`config.mk`:
```
export PLATFORM = sky130hd
export DESIGN_NAME = pipe_skid_reg32_flat
export DESIGN_NICKNAME = d
export VERILOG_FILES = /design/src/rtl/pipe_skid_reg32_if.sv /design/src/rtl/pipe_skid_reg32.sv /design/src/flat_wrapper.sv
export SDC_FILE = /design/constraint.sdc
export NUM_CORES = 1
export LEC_CHECK = 0
export BUFFER_PORTS_ARGS = -buffer_cell sky130_fd_sc_hd__buf_2
export CAP_MARGIN = 20
export CORE_MARGIN = 5
export CORE_UTILIZATION = 35
export DETAILED_ROUTE_END_ITERATION = 10
export PLACE_DENSITY_LB_ADDON = 0.15
export SYNTH_ARGS = -nofsm -noshare
export SYNTH_HDL_FRONTEND = slang
export SYNTH_SLANG_ARGS = --single-unit
```
`constraint.sdc`:
```
create_clock -name clk -period 1.5 [get_ports clk]
set_input_delay 0.075 -clock clk [delete_from_list [all_inputs] [get_ports clk]]
set_output_delay 0.075 -clock clk [all_outputs]
set_load 0.02 [all_outputs]
```
`src/rtl/pipe_skid_reg32_if.sv`:
```
// Valid/ready handshake bundle for pipe_skid_reg32: producer side (in_*) and consumer side (out_*).
interface pipe_skid_reg32_if #(
  parameter int unsigned WIDTH = 32
) ();
  logic [WIDTH-1:0] in_data;
  logic             in_valid;
  logic             in_ready;
  logic [WIDTH-1:0] out_data;
  logic             out_valid;
  logic             out_ready;

  // Environment side: drives the producer and consumer stages.
  modport master (
    output in_data, in_valid, out_ready,
    input  in_ready, out_data, out_valid
  );

  // Register side.
  modport slave (
    input  in_data, in_valid, out_ready,
    output in_ready, out_data, out_valid
  );
endinterface

```
`src/rtl/pipe_skid_reg32.sv`:
```
// Two-entry elastic pipeline register (main + skid) with registered in_ready,
// full 1 word/cycle throughput and synchronous flush.
module pipe_skid_reg32 #(
  parameter int unsigned WIDTH = 32
) (
  input  logic                     clk,
  input  logic                     rst_n,
  input  logic                     flush,
  pipe_skid_reg32_if.slave         bus,
  output logic [1:0]               count
);

  typedef enum logic [1:0] {
    EMPTY = 2'd0,
    ONE   = 2'd1,
    FULL  = 2'd2
  } state_t;

  state_t           state_q, state_d;
  logic [WIDTH-1:0] main_q, skid_q;
  logic             load_main_in, load_main_skid, load_skid;
  logic             in_xfer, out_xfer;

  // All outputs decode from registers only; no input reaches an output combinationally.
  always_comb begin
    bus.out_valid = (state_q != EMPTY);
    bus.in_ready  = (state_q != FULL);
    bus.out_data  = main_q;
    count         = state_q;
  end

  assign in_xfer  = bus.in_valid  & bus.in_ready;
  assign out_xfer = bus.out_valid & bus.out_ready;

  always_ff @(posedge clk or negedge rst_n) begin
    if (!rst_n) state_q <= EMPTY;
    else        state_q <= state_d;
  end

  always_comb begin
    state_d        = state_q;
    load_main_in   = 1'b0;
    load_main_skid = 1'b0;
    load_skid      = 1'b0;
    if (flush) begin
      state_d = EMPTY;
    end else begin
      unique case (state_q)
        EMPTY: begin
          if (in_xfer) begin
            load_main_in = 1'b1;
            state_d      = ONE;
          end
        end
        ONE: begin
          if (in_xfer && out_xfer) begin
            load_main_in = 1'b1;
          end else if (in_xfer) begin
            load_skid = 1'b1;
            state_d   = FULL;
          end else if (out_xfer) begin
            state_d = EMPTY;
          end
        end
        FULL: begin
          if (out_xfer) begin
            load_main_skid = 1'b1;
            state_d        = ONE;
          end
        end
        default: state_d = EMPTY;
      endcase
    end
  end

  always_ff @(posedge clk or negedge rst_n) begin
    if (!rst_n) begin
      main_q <= '0;
      skid_q <= '0;
    end else begin
      if (load_main_in)        main_q <= bus.in_data;
      else if (load_main_skid) main_q <= skid_q;
      if (load_skid)           skid_q <= bus.in_data;
    end
  end

endmodule

```
`src/flat_wrapper.sv`:
```
// flat-port wrapper written by rule: the top's interface ports become plain ports
module pipe_skid_reg32_flat 
#(
  parameter int unsigned WIDTH = 32
)
  (clk, rst_n, flush, count, bus_in_data, bus_in_valid, bus_out_ready, bus_in_ready, bus_out_data, bus_out_valid);
  pipe_skid_reg32_if #(.WIDTH(WIDTH)) bus_i ();
  input  logic clk;
  input  logic rst_n;
  input  logic flush;
  output logic [1:0] count;
  input wire logic [$bits(bus_i.in_data)-1:0] bus_in_data;
  input wire logic [$bits(bus_i.in_valid)-1:0] bus_in_valid;
  input wire logic [$bits(bus_i.out_ready)-1:0] bus_out_ready;
  output wire logic [$bits(bus_i.in_ready)-1:0] bus_in_ready;
  output wire logic [$bits(bus_i.out_data)-1:0] bus_out_data;
  output wire logic [$bits(bus_i.out_valid)-1:0] bus_out_valid;
  assign bus_i.in_data = bus_in_data;
  assign bus_i.in_valid = bus_in_valid;
  assign bus_i.out_ready = bus_out_ready;
  assign bus_in_ready = bus_i.in_ready;
  assign bus_out_data = bus_i.out_data;
  assign bus_out_valid = bus_i.out_valid;
  pipe_skid_reg32 #(.WIDTH(WIDTH)) u_core (.clk(clk), .rst_n(rst_n), .flush(flush), .bus(bus_i), .count(count));
endmodule
```
==> flow_summary.toml <==
[detailed_routing]
routed_via_density = 4.80
ant_nets = 0
dr_total_vias = 2000
firstDrtPassIters = 4
drt_wl_total_um = 6660
drtIter0Drc = 95
drcViolationCount = 0
wl_per_cell_um = 16.0

[global_route]
overflow = 0
grt_max_degree = 67
grt_antenna_before_repair = 0
grt_pass1_vias = 2068
grt_pass1_wl_um = 10700
grt_usage_pct = 13.7

[timing]
worstMarginPinSlew_ns = 0.365
hold_viol_final = 0
period_share_pct = 96.6
slew_headroom_pct = 75.7
clock.fmax_mhz = 690
fin_worst_skew_ns = 0.0119
setup_violations = 0
slew_viol_final = 0
fin_setup_tns_ns = 0
fin_crit_ns = 1.45

[worst_setup_path]
arrival_ns = 1.37
crit_chain = "buf_4, or2_2, buf_2"
max_stage_delay_ns = 0.43
cp-start-kind = "register"
worstPathRequired_ns = 1.42
crit_fanout = 6
critPathKind = "reg2out"
crit_path_end_kind = "output port"
crit_family = "flip-flops"
cp_slowest_cell = "dfrtp_1"
path_buf_inv = 2

[layout]
final_common_cell = "buf_2"
seq_area_um2 = 1650
fin_nets = 344
syn_to_final_growth_pct = 39.5
n_fill_cell = 746
final_cells = 417
final_util_pct = 49.5
drive_gt1_share_pct = 43.9
most-common-layout-cells = "buf_2 (72), dfrtp_1 (66), dlygate4sd3_1 (35), and2_1 (33), a221o_1 (32)"
antennaDiodeCount = 0
multiInputGateArea_um2 = 1120

[logic_synthesis]
yosys.area_share.simple_pct = 9.84
synth.area.mux_share_pct = 16.8
synth_warnings = 0
ys_top_cells_by_area = "dfrtp_1 (57%), mux2_4 (16%), a221o_1 (11%)"
yosysTopAreaCell = "dfrtp_1"
synth_seq_area_share_pct = 57.5
synth_top_area_share_pct = 57.5
synth_fa_ha_area_share_pct = 0
avgSynthCellArea_um2 = 15.0
synth_top_family_by_area = "multiplexers"
syn_area_um2 = 2870
synth_compound_area_share_pct = 12.2
synth-xor-area-share_pct = 0
synth_nets = 228
synth_seq_cells = 66
postSynthCellCount = 191
yosys.cell_types.count = 20

[run]
maxCapViolations = 0

[power]
p_seq_share_pct = 45.1
p_leak_nw = 2.00
clkPwrFrac_pct = 31.3
vdd_drop_max_uv = 544
pwr-share-comb_pct = 23.5
p_sw_mw = 1.47
intPower_mw = 3.93
p_sw_share_pct = 27.2
power.density_nw_per_um2 = 1350
p_total_mw = 5.39

[die]
initial_core_util_pct = 35.5
die_area_um2 = 10100
die_width_um = 101
die-height_um = 101
rows = 33
coreArea_um2 = 8090
ios = 73

[cts]
cts_made_buffers = 9
root_buffer = "clkbuf_8"
htreeDepth = 3
cts_tree = "yes"
cts_buffer_depth = 2
worstSkewPairLatency_ns = 0.34
path_clk_slew_ns = 0.07
clock_sinks = 66

[place]
hpwl_um = 4120
gp_congestion = 0.759
io_buffers = 72
numPlacedInstances = 366

[status]
status = "completed"

[hold_path]
hp-class = "in2reg"
## flip-flops by register name, indices dropped and copies added (netlist names)
name and cells:
u_core.count 2, u_core.skid_q 32, u_core.bus.out_data 32
## through the flow
| step | hold WS, ns | cell area [um2] | worst slack [ns] |
|---|---|---|---|
| floorplan | -0.221 | 2870 | 0.0139 |
| global placement | 0.127 | 3430 | 0.0351 |
| detailed placement | 0.130 | 3430 | 0.0423 |
| CTS | 0.0852 | 4010 | 0.0168 |
| global route | 0.127 | 4010 | -0.000250 |
| finish | 0.116 | 4010 | 0.0507 |
## area by class of cell
class,instances,area share (%)
Clock inverter,6,2.25
Sequential cell,66,41.2
Clock buffer,10,3.43
Tap cell,105,3.28
Multi-Input combinational cell,112,28.0
Timing Repair Buffer,118,21.8
## power by group through the flow
stage               Sequential, mW  Combinational [mW]  Clock (mW)
global route                  2.48                1.36        1.82
global placement              2.46                1.19           0
floorplan                     2.62               0.627           0
CTS                           2.43                1.28        1.75
detailed placement            2.46                1.21           0
finish                        2.43                1.27        1.69
## cells by family (layout without fill, tap and decap cells)
family / Yosys count / count (layout)
multiplexers: 33 / 33
flip-flops: 66 / 66
AO/OA/AOI/OAI: 36 / 36
AND/OR/NAND/NOR: 43 / 43
buffers and inverters: 13 / 134
## repair_timing
item	in CTS	in global routing
resized for setup	0	3
endpoints found under the setup margin	0	18
hold endpoints to repair	131	0
hold buffers	35	0
setup buffers	0	1
## final timing paths
path | startpoint | end | slack [ns] | cells past startpoint
max | u_core.count[1] | bus_out_valid | 0.05 | 3
max reg2reg | u_core.count[0] | u_core.bus.out_data[12] | 0.06 | 4
max in group asynchronous | rst_n | u_core.skid_q[1] | 0.92 | 3
min | bus_in_valid | u_core.count[0] | 0.12 | 3
min reg2reg | u_core.skid_q[7] | u_core.skid_q[7] | 0.50 | 1
min in group asynchronous | rst_n | u_core.bus.out_data[16] | 0.27 | 3
## Yosys cell counts
library cell  number
a21oi_1            1
a221o_1           32
buf_2              3
or2_2              2
mux2_2             2
mux2i_1            1
o32ai_1            1
and4bb_4           1
buf_6              7
nand2_1            1
nor2b_1            2
a211oi_1           1
mux2_4            30
a21oi_2            1
nand2_2            1
nand2b_1           2
nor3b_2            1
dfrtp_1           66
and2_1            33
clkbuf_1           3
## per-layer routing
layer	track usage, %	wire length, um	up-vias
li1	-	-	945
met1	19.3	3240	989
met2	20.1	2980	56
met3	2.63	319	10
met4	6.84	119	0
met5	0	0	-
## worst min-delay path: stages
cell	delay, ns
buf_2	0.12
mux2i_1	0.08
o32ai_1	0.12
(Power assumes the default switching activity.)
